===== src/rtl/lfsr_pkg.sv =====
// Shared definitions for the LFSR-based memory BIST: widths, default seeds,
// feedback tap masks, pass length and the controller state encoding.
package lfsr_pkg;

  localparam int unsigned ADDR_W = 10;
  localparam int unsigned DATA_W = 32;
  localparam int unsigned ERR_W  = 11;

  // One pass visits every nonzero address exactly once.
  localparam int unsigned PASS_LEN = 1023;

  localparam logic [ADDR_W-1:0] ADDR_SEED_DEF = 10'h3FF;
  localparam logic [DATA_W-1:0] DATA_SEED_DEF = 32'hACE10001;

  // Feedback taps as bit masks: x^10+x^7+1 -> bits 9,6;
  // x^32+x^22+x^2+x+1 -> bits 31,21,1,0.
  localparam logic [ADDR_W-1:0] ADDR_TAPS = 10'h240;
  localparam logic [DATA_W-1:0] DATA_TAPS = 32'h8020_0003;

  typedef enum logic [2:0] {
    ST_IDLE,
    ST_WRITE,
    ST_READ,
    ST_DRAIN,
    ST_DONE
  } bist_state_e;

endpackage


===== src/rtl/lfsr_gen.sv =====
// Parameterized Fibonacci LFSR. cur_o is the value consumed this cycle;
// load_i substitutes the seed for it, en_i advances past it. With both
// asserted the register steps from the seed, so a pass can restart at the
// seed without a bubble cycle.
module lfsr_gen #(
  parameter int unsigned      WIDTH = 8,
  parameter logic [WIDTH-1:0] TAPS  = '1,
  parameter logic [WIDTH-1:0] SEED  = {{(WIDTH-1){1'b0}}, 1'b1}
) (
  input  logic             clk,
  input  logic             rst,
  input  logic             en_i,
  input  logic             load_i,
  output logic [WIDTH-1:0] cur_o
);

  logic [WIDTH-1:0] lfsr_q, lfsr_d;

  assign cur_o = load_i ? SEED : lfsr_q;

  // Shift left, feedback is the XOR of the tapped bits of the current value.
  always_comb begin
    lfsr_d = lfsr_q;
    if (en_i)        lfsr_d = {cur_o[WIDTH-2:0], ^(cur_o & TAPS)};
    else if (load_i) lfsr_d = SEED;
  end

  // LFSR state register; reset puts it back at the seed.
  always_ff @(posedge clk or posedge rst) begin
    if (rst) lfsr_q <= SEED;
    else     lfsr_q <= lfsr_d;
  end

endmodule


===== src/rtl/lfsr_bist_ctrl.sv =====
// Memory BIST controller: a write pass then a read/compare pass over a
// 1K x 32 single-port memory, addresses and data from two LFSRs.
// Optional macro LFSR_BIST_INVERT_PASS_EN adds a second write/read pair
// using inverted data.
module lfsr_bist_ctrl
  import lfsr_pkg::*;
#(
  parameter logic [ADDR_W-1:0] ADDR_SEED = ADDR_SEED_DEF,
  parameter logic [DATA_W-1:0] DATA_SEED = DATA_SEED_DEF
) (
  input  logic              clk,
  input  logic              rst,
  input  logic              start,
  input  logic              abort,
  output logic              busy,
  output logic              done,
  output logic              pass,
  output logic [ERR_W-1:0]  err_count,
  output logic [ADDR_W-1:0] first_fail_addr,
  output logic              mem_we,
  output logic              mem_re,
  output logic [ADDR_W-1:0] mem_addr,
  output logic [DATA_W-1:0] mem_wdata,
  input  logic [DATA_W-1:0] mem_rdata
);

  localparam logic [ADDR_W-1:0] LAST_STEP = ADDR_W'(PASS_LEN - 1);

  bist_state_e       state_q;
  logic [ADDR_W-1:0] step_q;
  logic              inv_q;
  logic              busy_q, done_q, pass_q, we_q, re_q;
  logic [ERR_W-1:0]  err_q;
  logic [ADDR_W-1:0] ffa_q, addr_q, cmp_addr_q;
  logic [DATA_W-1:0] wdata_q, exp_q, cmp_exp_q;
  logic              cmp_vld_q;

  logic              kick, active, last, more;
  logic              issue, reload, next_we, next_inv, miss;
  logic [ADDR_W-1:0] a_cur;
  logic [DATA_W-1:0] d_cur, d_pat;

  lfsr_gen #(.WIDTH(ADDR_W), .TAPS(ADDR_TAPS), .SEED(ADDR_SEED)) u_addr_lfsr (
    .clk    (clk),
    .rst    (rst),
    .en_i   (issue),
    .load_i (reload),
    .cur_o  (a_cur)
  );

  lfsr_gen #(.WIDTH(DATA_W), .TAPS(DATA_TAPS), .SEED(DATA_SEED)) u_data_lfsr (
    .clk    (clk),
    .rst    (rst),
    .en_i   (issue),
    .load_i (reload),
    .cur_o  (d_cur)
  );

  // Decide whether an access goes out next cycle, of which kind, and whether
  // the LFSRs restart at their seeds for it.
  always_comb begin
    kick   = (state_q == ST_IDLE || state_q == ST_DONE) && start;
    active = (state_q == ST_WRITE || state_q == ST_READ) && !abort;
    last   = (step_q == LAST_STEP);
`ifdef LFSR_BIST_INVERT_PASS_EN
    more   = !inv_q;
`else
    more   = 1'b0;
`endif
    issue    = kick;
    reload   = kick;
    next_we  = 1'b1;
    next_inv = 1'b0;
    if (active) begin
      if (state_q == ST_WRITE) begin
        issue    = 1'b1;
        reload   = last;
        next_we  = !last;
        next_inv = inv_q;
      end else begin
        issue    = !last || more;
        reload   = last && more;
        next_we  = last;
        next_inv = last ? 1'b1 : inv_q;
      end
    end
    d_pat = next_inv ? ~d_cur : d_cur;
    miss  = cmp_vld_q && (mem_rdata != cmp_exp_q);
  end

  // Controller FSM with registered strobes, compare pipeline and result regs.
  always_ff @(posedge clk or posedge rst) begin
    if (rst) begin
      state_q    <= ST_IDLE;
      step_q     <= '0;
      inv_q      <= 1'b0;
      busy_q     <= 1'b0;
      done_q     <= 1'b0;
      pass_q     <= 1'b0;
      we_q       <= 1'b0;
      re_q       <= 1'b0;
      err_q      <= '0;
      ffa_q      <= '0;
      addr_q     <= '0;
      wdata_q    <= '0;
      exp_q      <= '0;
      cmp_vld_q  <= 1'b0;
      cmp_addr_q <= '0;
      cmp_exp_q  <= '0;
    end else begin
      done_q     <= 1'b0;
      we_q       <= 1'b0;
      re_q       <= 1'b0;
      addr_q     <= '0;
      wdata_q    <= '0;
      // Read data returns one cycle after mem_re, so the compare trails it.
      cmp_vld_q  <= re_q;
      cmp_addr_q <= addr_q;
      cmp_exp_q  <= exp_q;
      if (miss) begin
        err_q <= err_q + ERR_W'(1);
        if (err_q == '0) ffa_q <= cmp_addr_q;
      end
      if (issue) begin
        we_q    <= next_we;
        re_q    <= !next_we;
        addr_q  <= a_cur;
        wdata_q <= next_we ? d_pat : '0;
        exp_q   <= d_pat;
      end
      case (state_q)
        ST_IDLE, ST_DONE: begin
          if (start) begin
            state_q   <= ST_WRITE;
            step_q    <= '0;
            inv_q     <= 1'b0;
            busy_q    <= 1'b1;
            pass_q    <= 1'b0;
            err_q     <= '0;
            ffa_q     <= '0;
            cmp_vld_q <= 1'b0;
          end
        end
        ST_WRITE, ST_READ, ST_DRAIN: begin
          if (abort) begin
            // Drop everything; results so far stay visible but never pass.
            state_q   <= ST_IDLE;
            busy_q    <= 1'b0;
            pass_q    <= 1'b0;
            err_q     <= err_q;
            ffa_q     <= ffa_q;
            cmp_vld_q <= 1'b0;
          end else if (state_q == ST_DRAIN) begin
            state_q <= ST_DONE;
            busy_q  <= 1'b0;
            done_q  <= 1'b1;
            pass_q  <= (err_q == '0) && !miss;
          end else begin
            step_q <= last ? '0 : step_q + ADDR_W'(1);
            if (last) begin
              if (state_q == ST_WRITE) begin
                state_q <= ST_READ;
              end else if (more) begin
                state_q <= ST_WRITE;
                inv_q   <= 1'b1;
              end else begin
                state_q <= ST_DRAIN;
              end
            end
          end
        end
        default: state_q <= ST_IDLE;
      endcase
    end
  end

  assign busy            = busy_q;
  assign done            = done_q;
  assign pass            = pass_q;
  assign err_count       = err_q;
  assign first_fail_addr = ffa_q;
  assign mem_we          = we_q;
  assign mem_re          = re_q;
  assign mem_addr        = addr_q;
  assign mem_wdata       = wdata_q;

endmodule


===== config.mk =====
export PLATFORM = sky130hd
export DESIGN_NAME = lfsr_bist_ctrl
export DESIGN_NICKNAME = d
export VERILOG_FILES = /design/src/rtl/lfsr_pkg.sv /design/src/rtl/lfsr_gen.sv /design/src/rtl/lfsr_bist_ctrl.sv
export SDC_FILE = /design/constraint.sdc
export NUM_CORES = 1
export LEC_CHECK = 0
export BUFFER_PORTS_ARGS = -buffer_cell sky130_fd_sc_hd__buf_2
export CAP_MARGIN = 0
export CORE_UTILIZATION = 52
export CTS_CLUSTER_SIZE = 20
export DETAILED_ROUTE_END_ITERATION = 7
export PLACE_DENSITY = 0.87
export SYNTH_ARGS = -nofsm -noshare
export SYNTH_HDL_FRONTEND = slang
export SYNTH_SLANG_ARGS = --single-unit

===== constraint.sdc =====
create_clock -name clk -period 5.7 [get_ports clk]
set_input_delay 0.855 -clock clk [delete_from_list [all_inputs] [get_ports clk]]
set_output_delay 0.855 -clock clk [all_outputs]
set_load 0.01 [all_outputs]

# After elaboration in Yosys (flattened, before gate mapping)
# Index checks and enable logic that the tools add are counted.
dict set report classes {
  add_sub_neg 2
  bitwise 1
  n_eq_ne 11
  mux 53
  reduce_logical 20
}
# op n
set op_table {}
lappend op_table {{$mux 32} 5}
lappend op_table {{$mux 10} 11}
lappend op_table {{$pmux 10 s2} 2}
lappend op_table {{$mux 11} 3}
lappend op_table {{$ne 32x32->1} 1}
lappend op_table {{$not 32->32} 1}
lappend op_table {{$reduce_xor 32->1} 1}
lappend op_table {{$mux 1} 23}
lappend op_table {{$pmux 11 s2} 1}
lappend op_table {{$mux 3} 4}
lappend op_table {{$add 11x1->11 const B} 1}
lappend op_table {{$logic_not 11->1} 1}
lappend op_table {{$add 10x1->10 const B} 1}
lappend op_table {{$eq 10x10->1 const B} 1}
lappend op_table {{$reduce_xor 10->1} 1}
lappend op_table {{$eq 3x2->1 const B} 2}
lappend op_table {{$ne 2x2->1 const B} 3}
lappend op_table {{$pmux 1 s2} 3}
lappend op_table {{$pmux 3 s2} 1}
lappend op_table {{$logic_and 1x1->1} 4}
lappend op_table {{$logic_not 1->1} 4}
lappend op_table {{$ne 4x4->1 const B} 1}
lappend op_table {{$reduce_and 4->1} 1}
lappend op_table {{$eq 3x1->1 const B} 1}
lappend op_table {{9 further kinds} 10}
dict set report word_totals {
  output_inout_bits 68
  elab_cells 104
  inputBits 36
  reg_bits 198
}

# Depth between registers and ports, before layout
# Gate-level depths: netlist of the first run.
dict set report logic_depth {
  depth_word 9
  mapped_depth 12
  mapped_depth_nobuf 10
}

# By module
# A second synthesis of the first run with hierarchy kept.
dict set report hier_totals {
  hier_cells 663
  hier_area_um2 8056.5
}
# module cells_per_inst seq_area_each_um2 area_per_inst_um2 instances
set modules_own_cells {}
lappend modules_own_cells {lfsr_bist_ctrl 471 3903.7 6027.0 1}
lappend modules_own_cells {{lfsr_gen at u_data_lfsr} 145 812.0 1506.4 1}
lappend modules_own_cells {{lfsr_gen at u_addr_lfsr} 47 262.8 523.0 1}

# Worst setup path after synthesis of the first run
# OpenSTA, ideal clock, no wires.
dict set report synth_timing {
  path_type {register -> register}
  startpoint {reg step_q[0]}
  endpoint {reg exp_q[29]}
  required_time_ns 5.572
  setup_ns 0.128
  stages_incl_launch_ff 12
  slack_ns 3.286
  arrival_time_ns 2.286
  path_buffers 2
  cell_sequence {dfrtp_1 inv_1 ha_1 and4_1 and3_1 clkbuf_1 ha_1 nor4_2 nor2_1 buf_2 nor4_2 nor2_1}
}
dict set report synth_via {
  elab_chain_len 6
  word_cells_on_any_way 12
}
# item line
set synth_rtl {}
lappend synth_rtl {{start: declaration} lfsr_bist_ctrl.sv:30} ;# logic [ADDR_W-1:0] step_q;
lappend synth_rtl {{start signal: assignment} lfsr_bist_ctrl.sv:159} ;# step_q <= last ? '0 : step_q + ADDR_W'(1);
lappend synth_rtl {{$eq 10x10->1 (*)} lfsr_bist_ctrl.sv:64} ;# last = (step_q == LAST_STEP);
lappend synth_rtl {{$mux 1} lfsr_bist_ctrl.sv:75} ;# if (state_q == ST_WRITE) begin
lappend synth_rtl {{$mux 1} lfsr_bist_ctrl.sv:74} ;# if (active) begin
lappend synth_rtl {{$mux 32} --}
lappend synth_rtl {{$not 32->32} lfsr_bist_ctrl.sv:87} ;# d_pat = next_inv ? ~d_cur : d_cur;
lappend synth_rtl {{$mux 32} lfsr_bist_ctrl.sv:87}
lappend synth_rtl {{end signal: assignment} lfsr_bist_ctrl.sv:129} ;# exp_q <= d_pat;
lappend synth_rtl {{end: declaration} lfsr_bist_ctrl.sv:35} ;# logic [DATA_W-1:0] wdata_q, exp_q, cmp_exp_q;
# Mark *: on every way between the ends. The rest lies on a longest branch, timed or not.
# A chain may end at the register's enable or synchronous reset.

# Final worst setup path of the first run
dict set report layout_timing {
  startpoint {reg step_q[0]}
  endpoint {reg wdata_q[7] (netlist: mem_wdata[7])}
}
dict set report layout_via {
  elab_chain_len 8
  word_cells_on_any_way 16
}
# item line
set layout_rtl {}
lappend layout_rtl {{$eq 10x10->1 (*)} lfsr_bist_ctrl.sv:64}
lappend layout_rtl {{$mux 1} lfsr_bist_ctrl.sv:75}
lappend layout_rtl {{$mux 1} lfsr_bist_ctrl.sv:74}
lappend layout_rtl {{$mux 32} --}
lappend layout_rtl {{$not 32->32} lfsr_bist_ctrl.sv:87}
lappend layout_rtl {{$mux 32} lfsr_bist_ctrl.sv:87}
lappend layout_rtl {{$mux 32} lfsr_bist_ctrl.sv:128} ;# wdata_q <= next_we ? d_pat : '0;
lappend layout_rtl {{$mux 32 (*)} lfsr_bist_ctrl.sv:124} ;# if (issue) begin
lappend layout_rtl {{end signal: assignment} lfsr_bist_ctrl.sv:128}
lappend layout_rtl {{end: declaration} lfsr_bist_ctrl.sv:35}
# Marks and branches as above.

==> results of run 1 <==
-- cell families after synthesis --
logic type	share of synthesized area, %
muxes	0.395
buffers and inverters	2.97
xor gates and xnor gates	7.28
adders and majority gates	0.948
and+or+nand+nor	17.1
DFF	62.8
AOI/OAI and AO/OA	8.50
-- power breakdown --
part	internal (mW)	switching [mW]	total [mW]
registers	1.66	0.154	1.81
clock network	0.653	0.539	1.19
logic	0.213	0.347	0.560
total	2.53	1.04	3.57
-- worst max-delay path: cells and delay by family, from the launching register on --
kind | cells | cell delay [ns]
simple gates | 6 | 1.72
buf+inv | 3 | 0.91
fa+ha+maj | 2 | 0.47
flops | 1 | 0.43
-- flip-flops by register name, indices dropped and copies added (netlist names), 3 cells and up --
register and cells:
u_data_lfsr.lfsr_q 32, step_q 10, state_q 3, cmp_exp_q 32, u_addr_lfsr.lfsr_q 10, first_fail_addr 10, cmp_addr_q 10, mem_addr 10
err_count 11, mem_wdata 32, exp_q 32
-- per-layer routing --
metal	vias to the layer above	GRT usage, %
met1	2769	30.3
met5	-	0
met2	170	38.0
met3	37	4.19
li1	2603	-
met4	0	10.1
-- through the flow --
step                      power [mW]  std cells  worst slack, ns  utilization (%)
after floorplan                 2.18        731             2.30                -
after global placement          2.35        985             2.14             58.1
after detailed placement        2.38        985             2.06             58.1
after CTS                       3.57       1017             2.14             62.2
after global routing            3.72       1017             1.82             62.2
final                           3.57       1017             2.10             62.2
-- cell type report --
type                    count  share of cell area [%]
clock buffers              20                    5.10
well taps                 184                    2.52
inverters                  10                   0.451
multi-input cells         484                    29.8
clock inverters            12                    1.48
flip-flops and latches    198                    54.4
repair buffers            109                    6.26
-- worst max path at each step --
| stage | from | endpoint | depth (start not counted) |
|---|---|---|---|
| after floorplan | rst | busy$_DFFE_PP0P_ | 1 |
| after global placement | abort | mem_wdata[9]$_DFF_PP0_ | 8 |
| after detailed placement | abort | mem_wdata[7]$_DFF_PP0_ | 8 |
| after CTS | step_q[0]$_DFFE_PP0P_ | mem_wdata[7]$_DFF_PP0_ | 11 |
| after global routing | step_q[0]$_DFFE_PP0P_ | mem_wdata[19]$_DFF_PP0_ | 11 |
| final | step_q[0]$_DFFE_PP0P_ | mem_wdata[7]$_DFF_PP0_ | 11 |
-- placed cells by master, fill, tap and decap left out, drive strengths merged, types with 4 or more instances in the layout --
cell type    n
dfrtp      179
nand2      131
buf        109
nor2        88
xnor2       59
o21ai       39
a21oi       39
nand3       33
clkbuf      20
dfstp       19
inv         14
nand4       11
and3         9
xor2         6
ha           6
nor3         6
a22o         5
clkinv       5
nor4         5
a211oi       4
==> impl_metrics.json, run 1 <==
{
  "nFillCells": 1008,
  "yosysWarnings": 0,
  "final_area_um2": 9150,
  "power_density_nw_per_um2": 390,
  "seq_area_frac_synth_pct": 62.8,
  "irDropWorstVdd_uv": 256,
  "post_cts_resized": 0,
  "hold_slack_ns": 0.375,
  "dieWidth_um": 125,
  "cts_buffer_depth": 2,
  "worstReg2RegEnd": "mem_wdata[7]$_DFF_PP0_",
  "wl_met2_um": 8650,
  "finClkSkew_ns": 0.00766,
  "cts_inserted_buffers": 17,
  "synth_edf_count": 0,
  "drtAntennaViolNets": 0,
  "grtUsageTotal_pct": 23.1,
  "synthFlopType": "dfrtp_1",
  "async_flop_share_pct": 100,
  "ff2ff_setup_slack_ns": 2.10,
  "synth_seq_cells": 198,
  "max_stage_delay_ns": 0.78,
  "grt_max_degree": 199,
  "status": "finished, violations left",
  "multi_input_area_um2": 2720,
  "dieArea_um2": 15700,
  "relSlewSlack_pct": 20.5,
  "crit_chain": "inv_1 -> ha_1 -> and4_1 -> and3_1 -> ha_1 -> nand2b_1 -> nand2_1 -> buf_4 -> nand2_1 -> inv_1 -> and3_1",
  "drt-met1-wl_um": 7340,
  "synth_cell_types": 55,
  "cts-root-buf": "clkbuf_16",
  "worst_setup_path_start_kind": "flip-flop",
  "clk_pin_slew_worst_paths_ns": 0.07,
  "hold_path.class": "flip-flop to flip-flop",
  "place_area_um2": 8550,
  "syn_avg_cell_area_um2": 10.8,
  "wl_per_cell_um": 17.0,
  "crit_fanout": 56,
  "antennaDiodeCount": 0,
  "hold_violations": 0,
  "drtIter0Drc": 489,
  "p_leak_nw": 4.39,
  "critPathKind": "flip-flop to flip-flop",
  "setup_violations": 0,
  "rsz0062_at_grt": "no",
  "wl_met3_um": 856,
  "violations": "design-rule violations",
  "worst_slew_pin_slew_ns": 1.19,
  "first_global_vias": 5627,
  "die_h_um": 125,
  "grt_antenna_before_repair": 0,
  "clk_latency_ns": 0.43,
  "maxSlewViolCount": 0,
  "cp_slowest_cell": "nand2_1",
  "globalplace.congestion": 0.830,
  "synth_largest_area_cell": "dfrtp_1",
  "synth_most_common_cell": "dfrtp_1",
  "vias": 5579,
  "worstHoldStart": "exp_q[30]$_DFFE_PP0P_",
  "rows": 44,
  "drc": 12,
  "finalWirelength_um": 17300,
  "synth_area_um2": 7920,
  "hold_depth": 0,
  "drtPass1Iterations": 8,
  "ys_top_cells_by_count": "dfrtp_1, nand2_1, nor2_1",
  "reg2reg_depth": 11,
  "routed_via_density": 5.49,
  "critPathRequiredTime_ns": 6.07,
  "postCtsHoldBufs": 0,
  "core_area_um2": 14700,
  "end_kind": "flip-flop",
  "period_share_pct": 63.2,
  "initial_core_util_pct": 53.9,
  "synthTopCellsByArea": "dfrtp_1, xnor2_1, dfstp_2, nand2_1, nor2_1",
  "fin_crit_ns": 3.60,
  "pin_count": 104,
  "layout-drive-gt1-share_pct": 21.6,
  "min_to": "cmp_exp_q[30]$_DFF_PP0_",
  "grt_first_pass_wirelength_um": 28100,
  "seqCellArea_um2": 4980,
  "port_buffers": 103,
  "dp.final_hpwl_um": 10800,
  "cts.sinks": 198,
  "finalNetCount": 862,
  "maxCapViolCount": 0,
  "r2r-start": "step_q[0]$_DFFE_PP0P_",
  "arrival_ns": 3.97,
  "top_layer": "met4",
  "fin_setup_tns_ns": 0,
  "fmaxAchievable_mhz": 278,
  "cts_tree": "yes",
  "syn2layout_area_growth_pct": 15.5,
  "gr-total-overflow": 0,
  "syn_nets": 773,
  "netlist.area_leader.share_pct": 56.5,
  "post_cts.repair.setup_buffers": 0,
  "htree_levels": 4,
  "syn_inst": 731
}
Note: power is estimated with default switching activity, not from simulation.
==> run 2: changes to the inputs <==
clock period = 3.1 ns   (was 5.7 ns; I/O delays follow)
==> run 2 against run 1 <==
The run still ends with design-rule violations left; core utilization up 0.40 points; global-route usage up 0.34 points; total power up 82%; first-iteration DRC count up 43%; clock power up 79%; critical path depth unchanged; non-clock buffer count up 9; critical path type unchanged; critical endpoint is now u_data_lfsr.lfsr_q[9]$_DFF_PP0_; largest cell class unchanged.
==> impl_metrics.json, run 2 (same netlist as run 1, synthesis figures left out) <==
{
  "pin_count": 104,
  "clk_pin_slew_worst_paths_ns": 0.07,
  "critPathKind": "flip-flop to flip-flop",
  "initial_core_util_pct": 53.9,
  "dp.final_hpwl_um": 11400,
  "drtAntennaViolNets": 0,
  "worstReg2RegEnd": "u_data_lfsr.lfsr_q[9]$_DFF_PP0_",
  "power_density_nw_per_um2": 707,
  "post_cts.repair.setup_buffers": 0,
  "worst_setup_path_start_kind": "flip-flop",
  "irDropWorstVdd_uv": 555,
  "fin_crit_ns": 2.90,
  "grt_first_pass_wirelength_um": 28500,
  "end_kind": "flip-flop",
  "place_ws_ns": 0.334,
  "post_cts_resized": 0,
  "setup_ws_ns": 0.200,
  "arrival_ns": 3.25,
  "rsz0062_at_grt": "no",
  "gr-total-overflow": 0,
  "postCtsHoldBufs": 0,
  "cts-root-buf": "clkbuf_16",
  "nFillCells": 1091,
  "cts_tree": "yes",
  "globalplace.congestion": 0.821,
  "wl_per_cell_um": 16.8,
  "power_switching_share_pct": 29.0,
  "critPathRequiredTime_ns": 3.45,
  "cts_buffer_depth": 2,
  "first_global_vias": 5473,
  "syn2layout_area_growth_pct": 16.2,
  "ff2ff_setup_slack_ns": 0.20,
  "routed_via_density": 5.57,
  "drtIter0Drc": 698,
  "maxSlewViolCount": 0,
  "final_common_cell": "dfrtp_1",
  "pwr-share-comb_pct": 16.3,
  "clk_latency_ns": 0.43,
  "antennaDiodeCount": 0,
  "place_area_um2": 8630,
  "r2r-start": "step_q[0]$_DFFE_PP0P_",
  "vias": 5711,
  "p_clk_share_pct": 32.7,
  "cts_inserted_buffers": 17,
  "fin_setup_tns_ns": 0,
  "status": "finished, violations left",
  "grtUsageTotal_pct": 23.5,
  "crit_fanout": 33,
  "port_buffers": 103,
  "dieWidth_um": 125,
  "finalWirelength_um": 17200,
  "p_leak_nw": 4.42,
  "period_share_pct": 93.6,
  "relSlewSlack_pct": 21.2,
  "finClkSkew_ns": 0.0111,
  "rows": 44,
  "maxCapViolCount": 0,
  "grt_max_degree": 66,
  "layout-drive-gt1-share_pct": 22.4,
  "grt_antenna_before_repair": 0,
  "hold_violations": 0,
  "p_int_mw": 4.62,
  "htree_levels": 4,
  "p_sw_mw": 1.89,
  "drc": 8,
  "utilization_pct": 62.6,
  "power.share.sequential_pct": 51.0,
  "hold_path.class": "primary input to async pin",
  "setup_violations": 0,
  "core_area_um2": 14700,
  "reg2reg_depth": 11,
  "worst_slew_pin_slew_ns": 1.18,
  "die_h_um": 125,
  "final_area_um2": 9210,
  "dieArea_um2": 15700,
  "violations": "design-rule violations",
  "cts.sinks": 198,
  "fmaxAchievable_mhz": 345,
  "finalNetCount": 871,
  "drtPass1Iterations": 7,
  "layout_common_cells": "dfrtp_1, nand2_1, buf_2"
}
-- run 2: changes by cell type in the layout (fill, tap and decap cells not counted) --
cell / before / now
buf_12: 1 / 2
clkbuf_8: 3 / 2
clkinvlp_4: 2 / 6
clkinv_2: 0 / 3
clkinv_4: 4 / 2
buf_4: 5 / 13
inv_6: 4 / 0
-- run 2: critical path, stage by stage, from the launching register on --
cell and delay, ns:
dfrtp_1 0.43, inv_1 0.08, ha_1 0.13, and4_1 0.17, and3_1 0.28, ha_1 0.27, nor4_2 0.07, buf_4 0.16
nor2_4 0.49, buf_4 0.43, nand2_1 0.11, a21oi_1 0.18
-- run 2: cell type report --
type	count	area [um^2]	area share, %
clock buffers	19	453	4.92
well taps	184	230	2.50
repair buffers	118	653	7.09
multi-input cells	484	2720	29.6
inverters	10	41.3	0.448
clock inverters	13	128	1.39
flip-flops and latches	198	4980	54.1
-- run 2: per-layer routing --
metal  vias up  part of all wire, %  GRT usage, %
met5         -                    0             0
met4         0                  2.3          9.25
met3        31                  5.5          4.41
met2       215                   48          36.9
met1      2847                   44          32.5
li1       2618                    -             -
-- run 2: worst max path at each step --
stage                                      from                         endpoint  slack (ns)  cells past startpoint
final                     step_q[0]$_DFFE_PP0P_  u_data_lfsr.lfsr_q[9]$_DFF_PP0_        0.20                     11
after global routing      step_q[0]$_DFFE_PP0P_  u_data_lfsr.lfsr_q[9]$_DFF_PP0_        0.01                     11
after CTS                 step_q[0]$_DFFE_PP0P_  u_data_lfsr.lfsr_q[9]$_DFF_PP0_        0.20                     11
after detailed placement  step_q[0]$_DFFE_PP0P_  u_data_lfsr.lfsr_q[9]$_DFF_PP0_        0.33                     11
after global placement    step_q[0]$_DFFE_PP0P_  u_data_lfsr.lfsr_q[3]$_DFF_PP0_        0.44                     11
after floorplan                             rst                 busy$_DFFE_PP0P_        0.09                      1
-- run 2: power by group through the flow --
stage,logic (mW),clock network (mW),registers (mW)
finish,1.06,2.13,3.32
global route,1.18,2.26,3.36
CTS,1.06,2.15,3.32
detailed placement,1.04,0,3.35
global placement,1.01,0,3.34
floorplan,0.694,0,3.32
-- run 2: stage by stage --
step	instances	power, mW	hold WS (ns)
2_1_floorplan	731	4.02	0.354
3_3_place_gp	994	4.35	0.358
3_5_place_dp	994	4.39	0.360
4_1_cts	1026	6.53	0.0842
5_1_grt	1026	6.81	0.107
6_report	1026	6.51	0.0794
